File: src/rtl/svc_axi_burst_initiator.sv
// svc_axi_burst_initiator: single-outstanding AXI4 manager turning client burst commands into AW/W/B or AR/R transactions.
// Optional `SVC_AXI_BURST_INIT_4K_CHECK_EN rejects bursts crossing a 4KB boundary without touching the AXI port.
module svc_axi_burst_initiator #(
  parameter int AXI_ADDR_WIDTH = 20,
  parameter int AXI_DATA_WIDTH = 16,
  parameter int AXI_ID_WIDTH   = 4,
  parameter int AXI_STRB_WIDTH = AXI_DATA_WIDTH/8
) (
  input  logic                      clk,
  input  logic                      rst,
  input  logic                      i_cmd_valid,
  output logic                      o_cmd_ready,
  input  logic                      i_cmd_wr_en,
  input  logic [AXI_ADDR_WIDTH-1:0] i_cmd_addr,
  input  logic [7:0]                i_cmd_len,
  input  logic [AXI_ID_WIDTH-1:0]   i_cmd_id,
  input  logic                      i_wr_valid,
  output logic                      o_wr_ready,
  input  logic [AXI_DATA_WIDTH-1:0] i_wr_data,
  input  logic [AXI_STRB_WIDTH-1:0] i_wr_strb,
  output logic                      o_rd_valid,
  input  logic                      i_rd_ready,
  output logic [AXI_DATA_WIDTH-1:0] o_rd_data,
  output logic [AXI_ID_WIDTH-1:0]   o_rd_id,
  output logic [1:0]                o_rd_resp,
  output logic                      o_rd_last,
  output logic                      o_wr_done_valid,
  input  logic                      i_wr_done_ready,
  output logic [AXI_ID_WIDTH-1:0]   o_wr_done_id,
  output logic [1:0]                o_wr_done_resp,
  output logic                      o_m_axi_awvalid,
  input  logic                      i_m_axi_awready,
  output logic [AXI_ADDR_WIDTH-1:0] o_m_axi_awaddr,
  output logic [7:0]                o_m_axi_awlen,
  output logic [2:0]                o_m_axi_awsize,
  output logic [1:0]                o_m_axi_awburst,
  output logic [AXI_ID_WIDTH-1:0]   o_m_axi_awid,
  output logic                      o_m_axi_awlock,
  output logic [3:0]                o_m_axi_awcache,
  output logic [2:0]                o_m_axi_awprot,
  output logic                      o_m_axi_wvalid,
  input  logic                      i_m_axi_wready,
  output logic [AXI_DATA_WIDTH-1:0] o_m_axi_wdata,
  output logic [AXI_STRB_WIDTH-1:0] o_m_axi_wstrb,
  output logic                      o_m_axi_wlast,
  input  logic                      i_m_axi_bvalid,
  output logic                      o_m_axi_bready,
  input  logic [AXI_ID_WIDTH-1:0]   i_m_axi_bid,
  input  logic [1:0]                i_m_axi_bresp,
  output logic                      o_m_axi_arvalid,
  input  logic                      i_m_axi_arready,
  output logic [AXI_ADDR_WIDTH-1:0] o_m_axi_araddr,
  output logic [7:0]                o_m_axi_arlen,
  output logic [2:0]                o_m_axi_arsize,
  output logic [1:0]                o_m_axi_arburst,
  output logic [AXI_ID_WIDTH-1:0]   o_m_axi_arid,
  output logic                      o_m_axi_arlock,
  output logic [3:0]                o_m_axi_arcache,
  output logic [2:0]                o_m_axi_arprot,
  input  logic                      i_m_axi_rvalid,
  output logic                      o_m_axi_rready,
  input  logic [AXI_ID_WIDTH-1:0]   i_m_axi_rid,
  input  logic [AXI_DATA_WIDTH-1:0] i_m_axi_rdata,
  input  logic [1:0]                i_m_axi_rresp,
  input  logic                      i_m_axi_rlast
);
  typedef enum logic [2:0] {S_IDLE, S_WRITE, S_B, S_AR, S_R} state_t;
  state_t r_state, w_next;
  logic [AXI_ADDR_WIDTH-1:0] r_addr;
  logic [7:0] r_len, r_beat;
  logic [AXI_ID_WIDTH-1:0] r_id;
  logic r_aw_done, r_w_done, r_err;
  logic w_cmd_fire, w_cross, w_aw_fire, w_w_fire, w_w_last, w_aw_ok, w_w_ok;
  assign w_cmd_fire = i_cmd_valid && o_cmd_ready;
`ifdef SVC_AXI_BURST_INIT_4K_CHECK_EN
  logic [31:0] w_end;
  assign w_end   = 32'(i_cmd_addr[11:0]) + (32'(i_cmd_len) + 32'd1) * 32'(AXI_STRB_WIDTH);
  assign w_cross = w_end > 32'd4096;
`else
  assign w_cross = 1'b0;
`endif
  assign o_cmd_ready = r_state == S_IDLE;
  assign o_m_axi_awaddr  = r_addr;
  assign o_m_axi_awlen   = r_len;
  assign o_m_axi_awid    = r_id;
  assign o_m_axi_awsize  = 3'($clog2(AXI_STRB_WIDTH));
  assign o_m_axi_awburst = 2'b01;
  assign o_m_axi_awlock  = 1'b0;
  assign o_m_axi_awcache = 4'b0011;
  assign o_m_axi_awprot  = 3'b000;
  assign o_m_axi_araddr  = r_addr;
  assign o_m_axi_arlen   = r_len;
  assign o_m_axi_arid    = r_id;
  assign o_m_axi_arsize  = 3'($clog2(AXI_STRB_WIDTH));
  assign o_m_axi_arburst = 2'b01;
  assign o_m_axi_arlock  = 1'b0;
  assign o_m_axi_arcache = 4'b0011;
  assign o_m_axi_arprot  = 3'b000;
  // A rejected write still drains the client's beats but never reaches the W channel.
  assign o_m_axi_awvalid = r_state == S_WRITE && !r_aw_done && !r_err;
  assign o_wr_ready      = r_state == S_WRITE && !r_w_done && (r_err || i_m_axi_wready);
  assign o_m_axi_wvalid  = r_state == S_WRITE && !r_w_done && !r_err && i_wr_valid;
  assign o_m_axi_wdata   = i_wr_data;
  assign o_m_axi_wstrb   = i_wr_strb;
  assign w_w_last        = r_beat == r_len;
  assign o_m_axi_wlast   = w_w_last;
  assign w_aw_fire = o_m_axi_awvalid && i_m_axi_awready;
  assign w_w_fire  = i_wr_valid && o_wr_ready;
  assign w_aw_ok   = r_aw_done || w_aw_fire || r_err;
  assign w_w_ok    = r_w_done || (w_w_fire && w_w_last);
  assign o_m_axi_bready  = r_state == S_B && !r_err && i_wr_done_ready;
  assign o_wr_done_valid = r_state == S_B && (r_err || i_m_axi_bvalid);
  assign o_wr_done_id    = r_err ? r_id : i_m_axi_bid;
  assign o_wr_done_resp  = r_err ? 2'b10 : i_m_axi_bresp;
  assign o_m_axi_arvalid = r_state == S_AR;
  assign o_m_axi_rready  = r_state == S_R && !r_err && i_rd_ready;
  assign o_rd_valid      = r_state == S_R && (r_err || i_m_axi_rvalid);
  assign o_rd_data       = r_err ? '0 : i_m_axi_rdata;
  assign o_rd_id         = r_err ? r_id : i_m_axi_rid;
  assign o_rd_resp       = r_err ? 2'b10 : i_m_axi_rresp;
  assign o_rd_last       = r_err || i_m_axi_rlast;
  always_comb begin
    w_next = r_state;
    case (r_state)
      S_IDLE:  w_next = !i_cmd_valid ? S_IDLE : i_cmd_wr_en ? S_WRITE : w_cross ? S_R : S_AR;
      S_WRITE: w_next = (w_aw_ok && w_w_ok) ? S_B : S_WRITE;
      S_B:     w_next = (o_wr_done_valid && i_wr_done_ready) ? S_IDLE : S_B;
      S_AR:    w_next = i_m_axi_arready ? S_R : S_AR;
      S_R:     w_next = (o_rd_valid && i_rd_ready && o_rd_last) ? S_IDLE : S_R;
      default: w_next = S_IDLE;
    endcase
  end
  always_ff @(posedge clk or posedge rst) begin
    if (rst) begin
      r_state   <= S_IDLE;
      r_addr    <= '0;
      r_len     <= '0;
      r_id      <= '0;
      r_beat    <= '0;
      r_aw_done <= 1'b0;
      r_w_done  <= 1'b0;
      r_err     <= 1'b0;
    end else begin
      r_state <= w_next;
      if (w_cmd_fire) begin
        r_addr    <= i_cmd_addr;
        r_len     <= i_cmd_len;
        r_id      <= i_cmd_id;
        r_beat    <= '0;
        r_aw_done <= 1'b0;
        r_w_done  <= 1'b0;
        r_err     <= w_cross;
      end else begin
        if (w_w_fire && !w_w_last) r_beat <= r_beat + 8'd1;
        if (w_w_fire && w_w_last) r_w_done <= 1'b1;
        if (w_aw_fire) r_aw_done <= 1'b1;
      end
    end
  end
endmodule

File: config.mk
export PLATFORM = sky130hd
export DESIGN_NAME = svc_axi_burst_initiator
export DESIGN_NICKNAME = d
export VERILOG_FILES = /design/src/rtl/svc_axi_burst_initiator.sv
export SDC_FILE = /design/constraint.sdc
export NUM_CORES = 1
export LEC_CHECK = 0
export BUFFER_PORTS_ARGS = -buffer_cell sky130_fd_sc_hd__buf_2
export CORE_AREA = 2 2 92 94
export DETAILED_ROUTE_END_ITERATION = 7
export DIE_AREA = 0 0 94 96
export HOLD_SLACK_MARGIN = 0.15
export PLACE_DENSITY_LB_ADDON = 0.3
export SLEW_MARGIN = 20
export SYNTH_ARGS = -nofsm -noshare
export SYNTH_HDL_FRONTEND = slang
export SYNTH_SLANG_ARGS = --single-unit
File: constraint.sdc
create_clock -name clk -period 2.3 [get_ports clk]
set_clock_uncertainty 0.15 [all_clocks]
set_input_delay 0.46 -clock clk [delete_from_list [all_inputs] [get_ports clk]]
set_output_delay 0.46 -clock clk [all_outputs]
set_load 0.01 [all_outputs]
# --- After elaboration in Yosys (flattened, before gate mapping) ---
# Cells that the tools add are included.
word_totals:
  regBits: 45
  inputBits: 91
  output_inout_bits: 147
  word_cells: 52
classes:
  add_sub_neg: 1
  eq_ne: 5
  muxes: 13
  n_reduce_logical: 26
op_table:
  columns: ["op", "n"]
  rows:
  - ["1-bit logical AND", 17]
  - ["8-bit two-way mux", 2]
  - ["3-bit case mux with 5 select lines", 1]
  - ["8-bit by 1-bit adder with 8-bit output, second input constant", 1]
  - ["8-bit equality test", 1]
  - ["2-bit two-way mux", 4]
  - ["3-bit by 2-bit equality test with 1-bit output, second input constant", 2]
  - ["3-bit two-way mux", 2]
  - ["2-bit nonzero test", 3]
  - ["1-bit two-way mux", 4]
  - ["3-bit by 1-bit equality test with 1-bit output, second input constant", 1]
  - ["3-bit equality test, second input constant", 1]
  - ["1-bit zero test", 3]
  - ["3-bit zero test", 1]
  - ["1-bit logical OR", 2]

# --- Depth between registers and ports, before layout ---
# Gate-level depths: netlist (run 1).
depth:
  depth_word: 9
  ltp_mapped: 5
  depth_no_buf: 5

# --- Worst setup path after synthesis (run 1) ---
# Ideal clock, no wire load.
synth_timing:
  kind: "flip-flop to output port"
  startpoint: "register r_state[0]"
  endpoint: "output port o_m_axi_wvalid"
  arrival_ns: 1.262
  required_time_ns: 1.690
  slack_ns: 0.428
  stages_incl_launch_ff: 4
  n_path_buf: 1
  path_cell_list: "dfrtp_1 -> or3b_1 -> buf_6 -> nor3b_1"
synth_via:
  elab_chain_len: 3
synth_rtl:
  columns: ["item", "line", "rtl"]
  rows:
  - ["from (decl)", "68", "state_t r_state, w_next;"]
  - ["from (signal assigned)", "144", "r_state <= w_next;"]
  - ["3-bit by 1-bit equality test with 1-bit output", "102", "assign o_m_axi_wvalid = r_state == S_WRITE && !r_w_done && !r_err && i_wr_valid;"]
  - ["1-bit logical AND (2 in a row)", "102", null]
  - ["to (decl)", "41", "output logic o_m_axi_wvalid,"]
# Every way passes these cells.

# --- Worst setup path in the final report (run 1) ---
layout_timing:
  startpoint: "register r_state[2]"
  endpoint: "output port o_wr_ready"
layout_via:
  elab_chain_len: 3
layout_rtl:
  columns: ["item", "line", "rtl"]
  rows:
  - ["3-bit by 1-bit equality test with 1-bit output", "101", "assign o_wr_ready = r_state == S_WRITE && !r_w_done && (r_err || i_m_axi_wready);"]
  - ["1-bit logical AND (2 in a row)", "101", null]
  - ["to (decl)", "18", "output logic o_wr_ready,"]
# Every way passes these cells.

==> results of run 1 <==
-- placed cells by master (no fill, tap or decap), types with 2 or more instances in the layout --
cell,synthesis,routed
a21oi_1,2,2
and3_1,3,3
and3b_2,2,2
buf_2,3,119
buf_4,105,6
clkbuf_8,0,5
conb_1,2,26
dfrtp_1,45,44
inv_1,3,2
mux2_2,32,32
mux2i_1,8,8
nand2_1,12,11
nand2b_1,2,2
nand3_1,2,2
nand3b_1,2,2
nand4_1,2,2
nor2_1,5,5
nor3b_1,3,3
nor4_1,2,2
o211ai_1,5,5
o21ai_1,3,3
xnor2_1,8,8
-- cell type report --
| type | instances | area [um^2] | area share, % |
|---|---|---|---|
| Clock inverter | 2 | 35.03 | 1.155 |
| Clock buffer | 5 | 68.82 | 2.268 |
| Inverter | 3 | 11.26 | 0.3711 |
| Tap cell | 105 | 131.4 | 4.330 |
| Multi-Input combinational cell | 135 | 1010 | 33.28 |
| Timing Repair Buffer | 126 | 650.6 | 21.44 |
| Sequential cell | 45 | 1127 | 37.15 |
-- through the flow --
step,utilization (%),instances,cell area [um^2],total power (W)
finish,37.68,421,3034,0.003908
CTS,37.64,421,3030,0.003970
floorplan,-,294,2964,0.003049
global placement,36.22,413,2917,0.003352
detailed placement,36.22,413,2917,0.003370
global route,37.68,421,3034,0.004227
-- worst max-delay path, stage by stage (launching register included) --
cell     delay (ns)
dfrtp_1        0.46
or3b_4         0.43
nor3b_1        0.22
buf_2          0.16
-- path summary, 6_finish.rpt --
check,from,to,slack (ns),depth (start not counted)
worst min register to register,o_m_axi_araddr[19],o_m_axi_araddr[19],0.38,1
min in group asynchronous,rst,o_m_axi_arlen[5],0.64,3
worst min-delay path,i_cmd_valid,r_aw_done,0.22,2
worst max register to register,r_state[2],r_beat[6],0.48,5
max in group asynchronous,rst,o_m_axi_arlen[4],0.77,4
worst max-delay path,r_state[2],o_wr_ready,0.13,3
-- power groups by stage --
stage	Combinational, W	Clock (W)	Sequential, W
6_report	0.00189	0.000573	0.00145
5_1_grt	0.00208	0.000637	0.00151
2_1_floorplan	0.00150	0	0.00155
3_5_place_dp	0.00191	0	0.00146
4_1_cts	0.00191	0.000602	0.00146
3_3_place_gp	0.00190	0	0.00145
-- logic make-up after synthesis --
| group | count (synthesis) | share of synthesized area [%] |
|---|---|---|
| flops | 45 | 39.18 |
| buf+inv | 114 | 28.99 |
| simple gates | 44 | 9.447 |
| fa+ha+maj | 1 | 0.4353 |
| xor+xnor | 8 | 2.438 |
| compound gates | 16 | 3.919 |
| other cells | 2 | 0.2613 |
| mux | 40 | 15.32 |
-- sequential cells by signal, indices dropped and copies added (netlist names) --
name	flops
o_m_axi_araddr	20
o_m_axi_arlen	8
r_beat	8
o_m_axi_arid	4
r_state	3
r_aw_done	1
r_w_done	1
-- layer usage --
metal | vias to the layer above | share of wire [%] | GRT usage [%]
met4 | 0 | 1.9 | 4.348
met1 | 879 | 40 | 15.18
li1 | 865 | - | -
met5 | - | 0 | 0
met2 | 124 | 47 | 21.01
met3 | 15 | 10 | 3.681
-- repair_timing --
action                                  4_1_cts  5_1_grt
gates resized for setup                       0        2
setup buffers                                 0        0
endpoints found under the setup margin        0        2
hold buffers                                  1        0
endpoints found under the hold margin        26        0
==> impl_metrics.yaml, run 1 <==
clock_network:
  cts_tree: "done"
  clk_pin_slew_ns: 0.08
  insertion_delay_ns: 0.29
  clock_path_buffers: 2
  cts.root.buffer_cell: "clkbuf_8"
  htreeDepth: 2
  cts.sink_count: 45
  cts-buffers-inserted: 5
floorplan:
  rows: 33
  io_pins: 238
  start_util_pct: 35.70
  core_region_area_um2: 8051
  fp.dieH_um: 96
  die_w_um: 94
  die-area_um2: 9024
sta:
  rsz0062_at_grt: "no"
  finalCritPeriodShare_pct: 94.17
  finalCriticalPeriod_ns: 2.166
  tns_ns: 0
  worst_slew_pin_slew_ns: 0.6031
  hold_slack_ns: 0.2179
  fin_ws_ns: 0.1340
  final_hold_viol_count: 0
  drv_slew: 0
  setup-violations-final: 0
  fmax_mhz: 461.7
  slew_headroom_pct: 59.74
worst_setup_path:
  critPathArrivalTime_ns: 1.56
  cp-end-kind: "output port"
  crit_fanout: 7
  cp.required_ns: 1.69
  startpoint_type: "flip-flop"
  path_class: "reg2out"
synthesis:
  synth-edff-count: 0
  avgSynthCellArea_um2: 10.64
  synth_area_leader_cell: "dfrtp_1"
  synth_top_area_share_pct: 39.18
  synthTopCellsByArea: "dfrtp_1, buf_4, mux2_2"
  synth_cell_types: 39
  ys_seq_area_share_pct: 39.18
  synth_area_um2: 2874
  yosys_warnings: 0
  yosys_register_bits: 45
  yosysMostFrequentCell: "buf_4"
  synthTopCellsByCount: "buf_4, dfrtp_1, mux2_2, nand2_1"
  async_flop_share_pct: 100.0
  ys.flop_type: "dfrtp_1"
  syn_inst: 270
power:
  combPwrFrac_pct: 48.3
  max-vdd-ir-drop_mv: 0.5848
  switching_power_w: 0.001514
  power_frac_seq_pct: 37.0
  power.share.clock_pct: 14.7
  p_int_w: 0.002394
  p_leak_nw: 1.589
  power.share.switching_pct: 38.74
  powerDensity_nw_per_um2: 1288
cells_and_area:
  fin_nets: 408
  num_antenna_cells: 0
  num-fill-cells: 799
  drive_above_1_share_pct: 55.38
  area_delta_synth_final_pct: 5.573
grt:
  grt_pass1_vias: 1771
  grt_pass1_wl_mm: 8.749
  track_usage_pct: 12.44
  antenna_found_initial: 0
  grt_max_degree: 29
  grt_overflow_total: 0
detailed_routing:
  drtIter0Drc: 20
  routed_wl_mm: 5.738
  drc: 0
  first_pass_iters: 3
  drtAntennaViolNets: 0
  routedWlPerCell_um: 13.63
  viasPerCell: 4.473
  vias: 1883
placed_design:
  place.gp.congestion: 0.7750
  dp_hpwl_mm: 4.529
  pre_cts_ws_ns: 0.3819
  portBuffers: 119
min_path:
  worstHoldPathType: "in2reg"
job:
  drv_cap: 0
outcome:
  status: "finished, final reports clean"
No activity file was read; power rests on OpenSTA's default activity.
==> run 2: changes to the inputs <==
- REMOVE_ABC_BUFFERS: not set -> 1
==> impl_metrics.yaml, run 2 (synthesis results as in run 1) <==
worst_setup_path:
  r2r-start: "r_beat[1]"
  startpoint_type: "flip-flop"
  critPathArrivalTime_ns: 1.62
  reg2reg_slack_ns: 0.54
  cp.required_ns: 1.69
  r2r_cells: 4
  path_class: "reg2out"
  rr_endpoint: "r_state[0]"
  cp-end-kind: "output port"
  crit_fanout: 9
sta:
  finalCritPeriodShare_pct: 96.87
  rsz0062_at_grt: "no"
  slew_headroom_pct: 49.69
  setup-violations-final: 0
  fmax_mhz: 448.8
  drv_slew: 0
  final_hold_viol_count: 0
  finalCriticalPeriod_ns: 2.228
  fin_ws_ns: 0.07204
  worst_slew_pin_slew_ns: 0.7536
detailed_routing:
  vias: 1913
  drtIter0Drc: 62
  drc: 0
  routedWlPerCell_um: 18.02
  routed_wl_mm: 7.551
  drtAntennaViolNets: 0
  viasPerCell: 4.566
  first_pass_iters: 3
power:
  power.share.switching_pct: 39.53
  power_frac_seq_pct: 37.6
  p_int_w: 0.002300
  power.share.clock_pct: 13.1
  powerDensity_nw_per_um2: 1269
  switching_power_w: 0.001503
  p_leak_nw: 1.571
  max-vdd-ir-drop_mv: 0.4751
  combPwrFrac_pct: 49.3
floorplan:
  start_util_pct: 35.70
  die-area_um2: 9024
  rows: 33
  io_pins: 238
  fp.dieH_um: 96
  core_region_area_um2: 8051
  die_w_um: 94
cells_and_area:
  layoutNonFillerInstCount: 419
  num-fill-cells: 812
  largest_register_ffs: 20
  final_cell_mix: "buf_2, dfrtp_1, mux2_2"
  final_common_cell: "buf_2"
  fin_nets: 406
  area_delta_synth_final_pct: 4.310
  drive_above_1_share_pct: 54.78
  num_antenna_cells: 0
placed_design:
  pre_cts_ws_ns: 0.2929
  dp_hpwl_mm: 6.210
  portBuffers: 119
  dp_cells: 412
  place.gp.congestion: 0.7444
min_path:
  worstHoldPathType: "in2async"
clock_network:
  cts_tree: "done"
  clock_path_buffers: 2
  cts.sink_count: 45
  cts.root.buffer_cell: "clkbuf_8"
  cts-buffers-inserted: 5
  cts_hold_buf: 0
  htreeDepth: 2
  insertion_delay_ns: 0.29
  clk_pin_slew_ns: 0.08
grt:
  grt_max_degree: 35
  grt_pass1_vias: 1735
  grt_overflow_total: 0
  track_usage_pct: 16.34
  antenna_found_initial: 0
  grt_pass1_wl_mm: 10.56
outcome:
  status: "finished, final reports clean"
job:
  drv_cap: 0
run 2: cell types whose count changed in the layout (fill, tap and decap cells not counted):
| cell | delta |
|---|---|
| dlygate4sd3_1 | -1 |
| clkbuf_1 | +1 |
| buf_4 | -1 |
| dfrtp_2 | -1 |
| clkinv_2 | -1 |
| clkbuf_8 | +1 |
| dfrtp_1 | +1 |
| bufinv_16 | -1 |
run 2: worst max path at each step:
| stage | from | end |
|---|---|---|
| after floorplan | r_state[0] | o_m_axi_araddr[0] |
| after global placement | r_state[0] | o_wr_ready |
| after detailed placement | r_state[0] | o_m_axi_wvalid |
| after CTS | r_state[0] | o_m_axi_wvalid |
| after global routing | r_beat[2] | o_m_axi_wlast |
| final | r_state[0] | o_m_axi_wvalid |
run 2: area by class of cell:
type / instances / area, um^2 / share of cell area, %
Clock buffer: 7 / 86.33 / 2.880
Inverter: 3 / 11.26 / 0.3756
Tap cell: 105 / 131.4 / 4.382
Sequential cell: 45 / 1126 / 37.56
Timing Repair Buffer: 124 / 633.1 / 21.12
Multi-Input combinational cell: 135 / 1010 / 33.68
run 2: stage by stage:
step / instance area (um^2) / hold slack (ns) / TNS, ns / utilization (%) / total power, W
2_1_floorplan: 2142 / 0.3371 / -0.1436 / - / 0.002501
3_3_place_gp: 2909 / 0.3538 / 0 / 36.13 / 0.003306
3_5_place_dp: 2909 / 0.3576 / 0 / 36.13 / 0.003335
4_1_cts: 2998 / 0.1641 / 0 / 37.23 / 0.003869
5_1_grt: 2998 / 0.2021 / 0 / 37.23 / 0.004097
6_report: 2998 / 0.1468 / 0 / 37.23 / 0.003803
run 2: power by group through the flow:
stage	Clock [W]	Combinational, W	Sequential (W)
floorplan	0	0.000785	0.00172
global placement	0	0.00188	0.00143
detailed placement	0	0.00189	0.00145
CTS	0.000527	0.00190	0.00144
global route	0.000554	0.00205	0.00150
finish	0.000498	0.00187	0.00143
run 2: repair_timing:
| action | in CTS | in global routing |
|---|---|---|
| buffers inserted | 0 | 0 |
| hold endpoints to repair | 0 | 0 |
| gates resized for setup | 1 | 0 |
| setup endpoints to repair | 2 | 1 |
| pin swaps | 0 | 1 |
run 2: critical path: stages (launching register included):
cell and delay [ns]:
dfrtp_1 0.47, or3b_4 0.49, nor3b_1 0.22, buf_2 0.16
run 2: metal layers:
metal | wire length [um] | GRT usage (%) | vias to the layer above | part of all wire (%)
li1 | - | - | 862 | -
met1 | 2560 | 17.25 | 869 | 34
met2 | 2995 | 21.31 | 178 | 40
met3 | 1923 | 17.62 | 4 | 25
met4 | 71 | 4.106 | 0 | 0.94
met5 | 0 | 5.952 | - | 0
